### src/rtl/fifo_mc_pkg.sv
// Shared constants for the multi-channel FIFO: default geometry, per-channel depth,
// channel-select width and occupancy-count width.
package fifo_mc_pkg;

    localparam int DATA_SIZE_DEF = 6;
    localparam int ADDR_SIZE_DEF = 3;
    localparam int NUM_CH_DEF    = 4;

    // A single channel still needs a one-bit select so the ports never collapse to zero width.
    function automatic int ch_width(input int n);
        return (n > 1) ? $clog2(n) : 1;
    endfunction

    localparam int DEPTH = 2 ** ADDR_SIZE_DEF;
    localparam int CH_W  = ch_width(NUM_CH_DEF);
    localparam int CNT_W = ADDR_SIZE_DEF + 1;

endpackage

### src/rtl/fifo_ram.sv
// Shared word storage for all channels, addressed {channel, pointer}. It has one write
// port and one synchronous read port whose output register holds between reads.
module fifo_ram
    import fifo_mc_pkg::*;
#(
    parameter int DATA_SIZE = DATA_SIZE_DEF,
    parameter int ADDR_W    = CH_W + ADDR_SIZE_DEF,
    parameter int WORDS     = NUM_CH_DEF * DEPTH
) (
    input  logic                 clk,
    input  logic                 reset,
    input  logic                 we,
    input  logic [ADDR_W-1:0]    waddr,
    input  logic [DATA_SIZE-1:0] wdata,
    input  logic                 re,
    input  logic [ADDR_W-1:0]    raddr,
    output logic [DATA_SIZE-1:0] rdata
);

    logic [DATA_SIZE-1:0] mem [WORDS];

    always_ff @(posedge clk) begin
        if (we) begin
            mem[waddr] <= wdata;
        end
    end

    // Only the read register is cleared; the array keeps its contents across reset.
    always_ff @(posedge clk) begin
        if (reset) begin
            rdata <= '0;
        end else if (re) begin
            rdata <= mem[raddr];
        end
    end

endmodule

### src/rtl/fifo_mc.sv
// Multi-channel FIFO: NUM_CH independent queues sharing one RAM, with per-channel
// status flags, a hysteresis pause output and a sticky overflow/underflow error.
module fifo_mc
    import fifo_mc_pkg::*;
#(
    parameter int DATA_SIZE = DATA_SIZE_DEF,
    parameter int ADDR_SIZE = ADDR_SIZE_DEF,
    parameter int NUM_CH    = NUM_CH_DEF,
    localparam int CH_BITS  = ch_width(NUM_CH),
    localparam int CNT_BITS = ADDR_SIZE + 1
) (
    input  logic                 clk,
    input  logic                 reset,
    input  logic                 push,
    input  logic [CH_BITS-1:0]   push_ch,
    input  logic [DATA_SIZE-1:0] push_data,
    input  logic                 pop,
    input  logic [CH_BITS-1:0]   pop_ch,
    input  logic [CNT_BITS-1:0]  umb_almost_full,
    input  logic [CNT_BITS-1:0]  umb_almost_empty,
    input  logic                 err_clr,
    output logic [DATA_SIZE-1:0] pop_data,
    output logic                 pop_valid,
    output logic [NUM_CH-1:0]    empty,
    output logic [NUM_CH-1:0]    full,
    output logic [NUM_CH-1:0]    almost_full,
    output logic [NUM_CH-1:0]    almost_empty,
    output logic                 pause,
    output logic                 error
);

    localparam int WORDS = NUM_CH * (2 ** ADDR_SIZE);
    localparam logic [CNT_BITS-1:0] DEPTH_CNT = CNT_BITS'(2 ** ADDR_SIZE);

    logic [ADDR_SIZE-1:0] wr_ptr     [NUM_CH];
    logic [ADDR_SIZE-1:0] rd_ptr     [NUM_CH];
    logic [CNT_BITS-1:0]  count      [NUM_CH];
    logic [CNT_BITS-1:0]  count_next [NUM_CH];
    logic [NUM_CH-1:0]    pause_r;
    logic                 push_ok;
    logic                 pop_ok;
    logic                 fault;

    always_comb begin
        empty        = '0;
        full         = '0;
        almost_full  = '0;
        almost_empty = '0;
        for (int i = 0; i < NUM_CH; i++) begin
            empty[i]        = (count[i] == '0);
            full[i]         = (count[i] == DEPTH_CNT);
            almost_full[i]  = (count[i] >= umb_almost_full);
            almost_empty[i] = (count[i] <= umb_almost_empty);
        end
    end

    // Acceptance looks only at registered counts, so a pop of an empty channel is
    // refused even when the same channel is being pushed this cycle.
    always_comb begin
        push_ok = push && (int'(push_ch) < NUM_CH) && !full[push_ch];
        pop_ok  = pop && (int'(pop_ch) < NUM_CH) && !empty[pop_ch];
        fault   = (push && !push_ok) || (pop && !pop_ok);
    end

    always_comb begin
        for (int i = 0; i < NUM_CH; i++) begin
            count_next[i] = count[i];
            if (push_ok && int'(push_ch) == i && !(pop_ok && int'(pop_ch) == i)) begin
                count_next[i] = count[i] + 1'b1;
            end else if (pop_ok && int'(pop_ch) == i && !(push_ok && int'(push_ch) == i)) begin
                count_next[i] = count[i] - 1'b1;
            end
        end
    end

    // Pause is evaluated on the post-update count so it lines up with the count it describes.
    always_ff @(posedge clk) begin
        if (reset) begin
            for (int i = 0; i < NUM_CH; i++) begin
                wr_ptr[i] <= '0;
                rd_ptr[i] <= '0;
                count[i]  <= '0;
            end
            pause_r   <= '0;
            pop_valid <= 1'b0;
            error     <= 1'b0;
        end else begin
            for (int i = 0; i < NUM_CH; i++) begin
                count[i] <= count_next[i];
                if (count_next[i] >= umb_almost_full) begin
                    pause_r[i] <= 1'b1;
                end else if (count_next[i] <= umb_almost_empty) begin
                    pause_r[i] <= 1'b0;
                end
            end
            if (push_ok) begin
                wr_ptr[push_ch] <= wr_ptr[push_ch] + 1'b1;
            end
            if (pop_ok) begin
                rd_ptr[pop_ch] <= rd_ptr[pop_ch] + 1'b1;
            end
            pop_valid <= pop_ok;
            if (fault) begin
                error <= 1'b1;
            end else if (err_clr) begin
                error <= 1'b0;
            end
        end
    end

    assign pause = |pause_r;

    fifo_ram #(
        .DATA_SIZE(DATA_SIZE),
        .ADDR_W   (CH_BITS + ADDR_SIZE),
        .WORDS    (WORDS)
    ) u_ram (
        .clk  (clk),
        .reset(reset),
        .we   (push_ok && !reset),
        .waddr({push_ch, wr_ptr[push_ch]}),
        .wdata(push_data),
        .re   (pop_ok && !reset),
        .raddr({pop_ch, rd_ptr[pop_ch]}),
        .rdata(pop_data)
    );

endmodule
### config.mk
export PLATFORM = sky130hd
export DESIGN_NAME = fifo_mc
export DESIGN_NICKNAME = d
export VERILOG_FILES = /design/src/rtl/fifo_mc_pkg.sv /design/src/rtl/fifo_ram.sv /design/src/rtl/fifo_mc.sv
export SDC_FILE = /design/constraint.sdc
export NUM_CORES = 1
export LEC_CHECK = 0
export ABC_CLOCK_PERIOD_IN_PS = 8500
export CAP_MARGIN = 20
export CORE_UTILIZATION = 35
export CTS_CLUSTER_DIAMETER = 50
export DETAILED_ROUTE_END_ITERATION = 16
export GPL_ROUTABILITY_DRIVEN = 0
export PLACE_DENSITY_LB_ADDON = 0.12
export SYNTH_ARGS = -nofsm -noshare
export SYNTH_HDL_FRONTEND = slang
export SYNTH_SLANG_ARGS = --single-unit
### constraint.sdc
create_clock -name clk -period 8.5 [get_ports clk]
set_clock_uncertainty 0.05 [all_clocks]
set_input_delay 1.7 -clock clk [delete_from_list [all_inputs] [get_ports clk]]
set_output_delay 1.7 -clock clk [all_outputs]
set_load 0.005 [all_outputs]
Word-level counts from Yosys, hierarchy flattened
Memories as Yosys holds them, arrays and structs flattened. A register that Yosys moved wholly into a read port is not among the register bits.
Cells that the tools add are included.
W data, S select, Z words.
Operators by class
  bitwise logic cells: 4
  multipliers: 0
  equality and inequality tests: 10
  add/subtract/negate cells: 10
  mux-type cells: 43
  shift operators: 0
  divide/modulo/power cells: 0
  order comparisons: 18
  reductions and logical operators: 50
Operator list (count)
  $mux W4: 12
  $ge A4 B4 Y1: 8
  $le A4 B4 Y1: 8
  $mux W1: 25
  $logic_and A1 B1 Y1: 22
  $add A4 B1 Y4 const B: 4
  $eq A4 B4 Y1 const B: 4
  $logic_not A4 Y1: 4
  $sub A4 B1 Y4 const B: 4
  $logic_not A1 Y1: 13
  $reduce_bool A2 Y1: 5
  $eq A2 B2 Y1 const B: 4
  $add A3 B1 Y3 const B: 2
  $lt A2 B3 Y1 const B: 2
  $mux W3: 2
  $reduce_or A3 Y1: 2
  $bmux W1 S2: 2
  $eq A2 B1 Y1 const B: 2
  $logic_not A2 Y1: 2
  $mux W2: 2
  $or A1 B1 Y1: 4
  $reduce_or A4 Y1: 1
  $logic_or A1 B1 Y1: 1
Word-level totals
  memory bits (read-only): 0
  latch bits: 0
  output and inout port bits: 25
  memories: 4
  bits in registers: 6
  bits of input ports: 23
  RAM bits: 232
Memories
  u_ram.mem: depth 32, width 6, rd ports 1, clocked after memory_dff 1, write ports 1, RTL line fifo_ram.sv:20  | logic [DATA_SIZE-1:0] mem [WORDS];
  count: depth 4, width 4, rd ports 4, clocked after memory_dff 0, write ports 4, RTL line fifo_mc.sv:37  | logic [CNT_BITS-1:0] count [NUM_CH];
  rd_ptr: depth 4, width 3, rd ports 1, clocked after memory_dff 0, write ports 4, RTL line fifo_mc.sv:36  | logic [ADDR_SIZE-1:0] rd_ptr [NUM_CH];
  wr_ptr: depth 4, width 3, rd ports 1, clocked after memory_dff 0, write ports 4, RTL line fifo_mc.sv:35  | logic [ADDR_SIZE-1:0] wr_ptr [NUM_CH];

Depth between registers and ports, before layout
Gate-level depths: netlist of the first run.
  depth after elaboration: 13
  gate-level depth with buffers: 14
  gate-level depth less buffers: 14

Cells and area by module
Synthesis of the first run repeated with hierarchy kept, for this count alone.
Unflattened totals
  cells, all modules: 846
  area, all modules: 11747.5 sq um
By module, submodules not included
  fifo_ram: area an instance 7902.6 sq um, seq. area each 5885.6 sq um, instances 1, cells each 462
  fifo_mc: area an instance 3844.9 sq um, seq. area each 1161.1 sq um, instances 1, cells each 384

Least setup slack after synthesis of the first run
Ideal clock, no wire load.
  path type: input to output
  start: in umb_almost_empty[1]
  end: out almost_empty[0]
  setup slack: 4062 ps
  buffers on the path: 0
  data required time: 6750 ps
  cell stages on the path: 7
  arrival time: 2688 ps
  cell sequence: inv_1 -> ha_1 -> nor2b_1 -> o21ai_0 -> nand2b_1 -> a21oi_1 -> a41o_1
On the way
  word-level cells in the longest chain between the ends: 1
RTL lines
  start: declaration: RTL line fifo_mc.sv:20  | input logic [CNT_BITS-1:0] umb_almost_empty,
  $le A4 B4 Y1: RTL line fifo_mc.sv:53  | almost_empty[i] = (count[i] <= umb_almost_empty);
  end: declaration: RTL line fifo_mc.sv:27  | output logic [NUM_CH-1:0] almost_empty,
No other way between the ends.

Worst setup path in the final report of the first run
Ends and elaborated chain as after synthesis.

==> metrics.md, run 1 <==
| Metric | Value |
|---|---|
| Iter 0 DRT Violations | `410` |
| Area share of the largest cell type after synthesis | `54.7%` |
| Slowest CP cell | `clkdlybuf4s50_1` |
| RSZ-0062 raised after global routing | `false` |
| Mapped Nets | `972` |
| Slew @ Worst Pin | `1.03 ns` |
| Synth top area cells | `edfxtp_1 55%, mux2i_1 8.3%, ha_1 8.1%` |
| Worst-path clk slew | `0.05 ns` |
| Port-buffer cells | `47` |
| Largest delay share family, worst path | `buffers and inverters` |
| Max IR drop VDD | `0.124 mV` |
| Slew Limit Fails | `0` |
| Syn Inst Count | `872` |
| Fraction of registers with async set or reset after synthesis | `0%` |
| Skew-Pair Late Insertion Delay | `0.50 ns` |
| DP Cell Count | `1343` |
| Crit start category | `input port` |
| Root buf cell | `clkbuf_16` |
| Post-route ant nets | `0` |
| CP Buf/Inv Count | `3` |
| WP data arrival | `3.85 ns` |
| Final hold slack | `0.443 ns` |
| Crit path largest cell delay | `0.49 ns` |
| # rows | `67` |
| P per Cell Area | `227 nW/um^2` |
| Mean Syn Cell Area | `13.6 um^2` |
| Ys flop type | `edfxtp_1` |
| Post-synth EDFFs | `216` |
| Final Non-Filler Cells | `1404` |
| Power Total | `3.17 mW` |
| First-pass GRT wire length | `43600 um` |
| Num CTS Buffers | `34` |
| Crit path capture type | `output port` |
| Die Area | `34600 um^2` |
| Leak | `5.15 nW` |
| Crit-path cells | `clkdlybuf4s50_1 > inv_1 > ha_1 > nor2b_1 > o21ai_0 > nand2b_1 > a21oi_1 > a41o_1 > clkdlybuf4s50_1` |
| DIE WIDTH | `186 um` |
| Placed Instance Area | `12800 um^2` |
| CTS Buffer Depth | `3` |
| # DRC | `0` |
| Synth Register Bits | `244` |
| Initial core utilization | `35.4%` |
| Ports | `48` |
| Post-synthesis cell type count | `50` |
| CTS tree | `yes` |
| Vias per cell | `5.08` |
| Vias in the first global route | `6988` |
| Net count, final | `1032` |
| DRT Pass-1 Iters | `5` |
| Slew HR | `30.7%` |
| Share of layout cells above drive strength 1 | `9.52%` |
| Final worst path period need | `5.60 ns` |
| Core area | `33400 um^2` |
| Post-Syn Area | `11800 um^2` |
| Final setup TNS | `0 ns` |
| H-tree Lvls | `2` |
| CTS resizes | `0` |
| Fillcell total | `3070` |
| Fin crit share | `65.9%` |
| Top cell by count, worst path | `clkdlybuf4s50_1` |
| Routed len/inst | `20.5 um` |
| GRT overflow | `0` |
| Final hold vios | `0` |
| Drt total wl | `28700 um` |
| Status | `finished, final reports clean` |
| Die H | `186 um` |
| Req. time, crit path | `6.75 ns` |
| Post-synth top area cell | `edfxtp_1` |
| Largest net degree at the start of global routing | `52` |
| Antenna violations before repair | `0` |
| Setup Fix Bufs, Post-CTS | `0` |
| Fmax | `0.179 GHz` |
| Crit path max fanout | `8` |
| Sink Count | `244` |
| Inserted Diodes | `0` |
| Total number of vias | `7126` |
| Post-CTS Hold Buffers | `0` |
| Yosys warns | `0` |
| Sequential fraction of the synthesis area | `59.5%` |
| Synth-to-Final Area Change | `17.6%` |
| DP Wirelength | `19000 um` |
| Maxcap violations | `0` |
| Total track usage | `17.1%` |
| Setup violators final | `0` |
| Fin area | `13900 um^2` |
| Crit Path Category | `in2out` |
| HP Class | `reg2reg` |
## area by class of cell
type	count	area (um^2)	share of cell area, %
well taps	448	561	4.02
multi-input cells	570	4510	32.4
clock buffers	42	945	6.78
inverters	23	86.3	0.620
clock inverters	18	210	1.51
flip-flops and latches	244	7050	50.6
repair buffers	59	566	4.06
## routing by layer
layer	GRT usage, %	vias up	share of wire, %
li1	-	3477	-
met1	24.4	3488	49
met2	27.1	126	46
met3	2.72	35	3.5
met5	0	-	0
met4	4.33	0	1.6
## registers in the layout, summed over array words and instances, names as in the netlist
name	count
count	16
error	1
pause_r	4
pop_valid	1
rd_ptr	12
u_ram.mem	192
u_ram.rdata	6
wr_ptr	12
## worst min-delay path, stage by stage, from the launching register on
cell      delay [ns]
dfxtp_1         0.30
o211ai_1        0.08
a21oi_1         0.06
## power breakdown
| part | switching [mW] | internal (mW) |
|---|---|---|
| Clock | 0.522 | 0.915 |
| Sequential | 0.0186 | 1.33 |
| Combinational | 0.217 | 0.163 |
| Total | 0.758 | 2.41 |
## path summary, 6_finish.rpt
check / from / end / slack (ns) / cells past startpoint
min: pause_r[0]$_SDFFE_PP0P_ / pause_r[0]$_SDFFE_PP0P_ / 0.44 / 2
min reg2reg: pause_r[0]$_SDFFE_PP0P_ / pause_r[0]$_SDFFE_PP0P_ / 0.44 / 2
max reg2reg: count[3][1]$_SDFF_PP0_ / u_ram.mem[16][3]$_DFFE_PP_ / 4.81 / 8
max: umb_almost_empty[1] / almost_empty[0] / 2.90 / 9
## cells by family (layout without fill, tap and decap cells)
logic type	Yosys count	in the layout	share of synthesized area (%)
buffers and inverters	58	142	2.51
AO/OA/AOI/OAI	129	129	8.11
AND/OR/NAND/NOR	250	250	11.6
adder cells (fa/ha/maj)	77	77	8.13
flip-flops	244	244	59.5
XOR/XNOR	10	10	0.739
multiplexers	104	104	9.42
## cell usage in the layout, fill, tap and decap left out, types with 14 or more instances in the layout
| master | count |
|---|---|
| a21o_1 | 14 |
| a21oi_1 | 20 |
| a221oi_1 | 24 |
| a22oi_1 | 24 |
| clkbuf_16 | 37 |
| clkdlybuf4s50_1 | 45 |
| dfxtp_1 | 28 |
| edfxtp_1 | 216 |
| ha_1 | 77 |
| inv_1 | 21 |
| mux2i_1 | 96 |
| nand2_1 | 46 |
| nand2b_1 | 28 |
| nand4_1 | 14 |
| nor2_1 | 56 |
| nor2b_1 | 16 |
| nor3_1 | 37 |
| o21a_1 | 17 |
## stage by stage
step / util, % / setup WS (ns)
3_3_place_gp: 38.1 / 2.85
2_1_floorplan: - / 4.06
3_5_place_dp: 38.1 / 2.87
4_1_cts: 41.6 / 2.87
6_report: 41.6 / 2.90
5_1_grt: 41.6 / 2.73
## Yosys cell counts, types with 3 or more instances
master	n
nor3b_1	13
edfxtp_1	216
nand2_1	46
dfxtp_1	28
clkbuf_1	8
a221oi_1	24
buf_4	4
nor2_1	56
xnor2_1	8
nand3_1	4
a41o_1	4
mux2i_1	98
a21o_1	14
buf_2	16
nand4_1	14
and3_1	10
buf_6	6
ha_1	77
nor2b_1	17
mux4_2	6
a22oi_1	24
o21a_1	17
o21ai_0	10
o211ai_1	8
nor3_1	37
a211o_1	4
inv_1	21
or2_2	5
and3b_1	3
nor4_4	4
nand2b_1	28
a21oi_1	20
(Power assumes the default switching activity.)
==> inputs of run 2 (changes only) <==
- ABC_CLOCK_PERIOD_IN_PS: 8500 -> 4900
- clock period: 8.5 -> 4.9 ns (I/O delays scaled with it)
==> metrics.md, run 2 (synthesized netlist as in run 1, its figures left out) <==
| Metric | Value |
|---|---|
| Setup Fix Bufs, Post-CTS | `0 (unchanged)` |
| H-tree Lvls | `1 (-1)` |
| Slew @ Worst Pin | `0.891 ns (-0.140 ns)` |
| Final hold vios | `0 (unchanged)` |
| Synth-to-Final Area Change | `17.4% (about the same)` |
| Total number of vias | `7254 (+1.8%)` |
| DRT Pass-1 Iters | `5 (unchanged)` |
| Final core utilization | `41.6% (about the same)` |
| Crit Path Category | `in2out` |
| CTS Buffer Depth | `3 (unchanged)` |
| Commonest non-fill, non-tap cell in the layout | `edfxtp_1` |
| Max reg flops | `192 (unchanged)` |
| DIE WIDTH | `186 um (unchanged)` |
| Core area | `33400 um^2 (unchanged)` |
| HP Class | `reg2reg` |
| Fin crit share | `85.4%` |
| Power Total | `5.17 mW (+63%)` |
| Share of layout cells above drive strength 1 | `11.1% (+1.6 points)` |
| Largest delay share family, worst path | `buffers and inverters` |
| Antenna violations before repair | `0 (unchanged)` |
| # DRC | `0 (unchanged)` |
| CP Buf/Inv Count | `3 (unchanged)` |
| RSZ-0062 raised after global routing | `false` |
| Inserted Diodes | `0 (unchanged)` |
| WP data arrival | `3.15 ns (-0.70 ns)` |
| Top cell by count, worst path | `clkdlybuf4s50_1` |
| Die H | `186 um (unchanged)` |
| Sink Count | `244 (unchanged)` |
| Fin area | `13900 um^2 (about the same)` |
| Ports | `48 (unchanged)` |
| Crit start category | `input port` |
| Most flops, register | `u_ram.mem` |
| Leak | `5.18 nW (+0.66%)` |
| Iter 0 DRT Violations | `407 (-0.73%)` |
| CTS resizes | `0 (unchanged)` |
| Initial core utilization | `35.4% (unchanged)` |
| Total track usage | `17.3% (+0.13 points)` |
| Crit-path cells | `clkdlybuf4s50_1 > inv_1 > ha_1 > nor2b_1 > o21ai_0 > nand2b_1 > a21oi_1 > a41o_1 > clkdlybuf4s50_1` |
| Vias in the first global route | `7025 (+0.53%)` |
| Die Area | `34600 um^2 (unchanged)` |
| Slew HR | `40.4% (+9.7 points)` |
| Drt total wl | `29000 um (+1.0%)` |
| Slowest CP cell | `clkdlybuf4s50_1` |
| Largest regs | `u_ram.mem: 192 flops, count: 16 flops` |
| Status | `finished, final reports clean` |
| CTS tree | `yes` |
| Most frequent cells in the layout | `216 x edfxtp_1, 96 x mux2i_1, 77 x ha_1, 56 x nor2_1` |
| Skew-Pair Late Insertion Delay | `0.56 ns (+0.06 ns)` |
| Req. time, crit path | `3.87 ns (-2.88 ns)` |
| Root buf cell | `clkbuf_16` |
| DP Wirelength | `19600 um (+3.5%)` |
| # rows | `67 (unchanged)` |
| Net count, final | `1051 (+1.8%)` |
| Fin worst setup slack | `0.715 ns (-2.18 ns)` |
| Placed Instance Area | `12900 um^2 (+1.4%)` |
| Largest net degree at the start of global routing | `39 (-25%)` |
| Max IR drop VDD | `0.268 mV (+120%)` |
| Post-route ant nets | `0 (unchanged)` |
| Vias per cell | `5.10 (+0.51%)` |
| Port-buffer cells | `47 (unchanged)` |
| Num CTS Buffers | `31 (-8.8%)` |
| Final setup TNS | `0 ns (unchanged)` |
| Fmax | `0.239 GHz` |
| Worst-path clk slew | `0.05 ns (about the same)` |
| Dpl ws | `0.406 ns (-2.46 ns)` |
| Post-CTS Hold Buffers | `0 (unchanged)` |
| Routed len/inst | `20.4 um (-0.24%)` |
| P per Cell Area | `372 nW/um^2 (+64%)` |
| Final Non-Filler Cells | `1422 (+1.3%)` |
| Setup violators final | `0 (unchanged)` |
| DP Cell Count | `1366 (+1.7%)` |
| GRT overflow | `0 (unchanged)` |
| Final worst path period need | `4.18 ns` |
| Maxcap violations | `0 (unchanged)` |
| Crit path largest cell delay | `0.51 ns (+0.02 ns)` |
| First-pass GRT wire length | `43900 um (+0.73%)` |
| Slew Limit Fails | `0 (unchanged)` |
| Crit path max fanout | `8 (unchanged)` |
| Final hold slack | `0.444 ns (+0.00122 ns)` |
| Crit path capture type | `output port` |
[run 2: cell count changes in the layout (fill, tap and decap cells not counted)]
| cell | change |
|---|---|
| buf_12 | +1 |
| buf_2 | -1 |
| buf_4 | +23 |
| buf_8 | -2 |
| bufinv_16 | -2 |
| clkbuf_16 | -6 |
| clkdlybuf4s50_1 | +1 |
| clkinv_2 | +3 |
| clkinvlp_4 | -1 |
| inv_8 | +2 |
[run 2: final cells by class]
cell class | instances | area, um^2
multi-input combinational | 570 | 4510
clock buffer | 36 | 795
fill | 3055 | 19500
inverter | 23 | 86.3
sequential | 244 | 7050
clock inverter | 20 | 180
timing repair buffer | 81 | 733
tap | 448 | 561
[run 2: routing by layer]
layer | GRT usage (%) | part of all wire [%] | vias up
met1 | 24.4 | 47 | 3534
met4 | 4.33 | 2.2 | 0
met3 | 2.82 | 5.0 | 39
met5 | 0 | 0 | -
li1 | - | - | 3513
met2 | 27.5 | 46 | 168
[run 2: report_power, final]
part           switching (mW)  total (mW)  internal (mW)
Combinational           0.380       0.669          0.289
Clock                   0.893        2.17           1.27
Sequential             0.0325        2.34           2.31
[run 2: worst paths after layout]
| path | to | startpoint | depth (start not counted) | slack, ns |
|---|---|---|---|---|
| max | almost_empty[2] | umb_almost_empty[1] | 9 | 0.72 |
| min | pause_r[1]$_SDFFE_PP0P_ | pause_r[1]$_SDFFE_PP0P_ | 2 | 0.44 |
| max reg2reg | pause_r[3]$_SDFFE_PP0P_ | count[3][1]$_SDFF_PP0_ | 13 | 1.31 |
| min reg2reg | pause_r[1]$_SDFFE_PP0P_ | pause_r[1]$_SDFFE_PP0P_ | 2 | 0.44 |
[run 2: worst min-delay path: cells and delay by family, from the launching register on]
kind	cells	cell delay, ns
compound gates	2	0.13
flops	1	0.31
==> inputs of run 3 (changes only) <==
- CAP_MARGIN: 20 -> default
==> results of run 3 <==
Same layout as run 2: the final DEF is identical, and so are final timing and power.
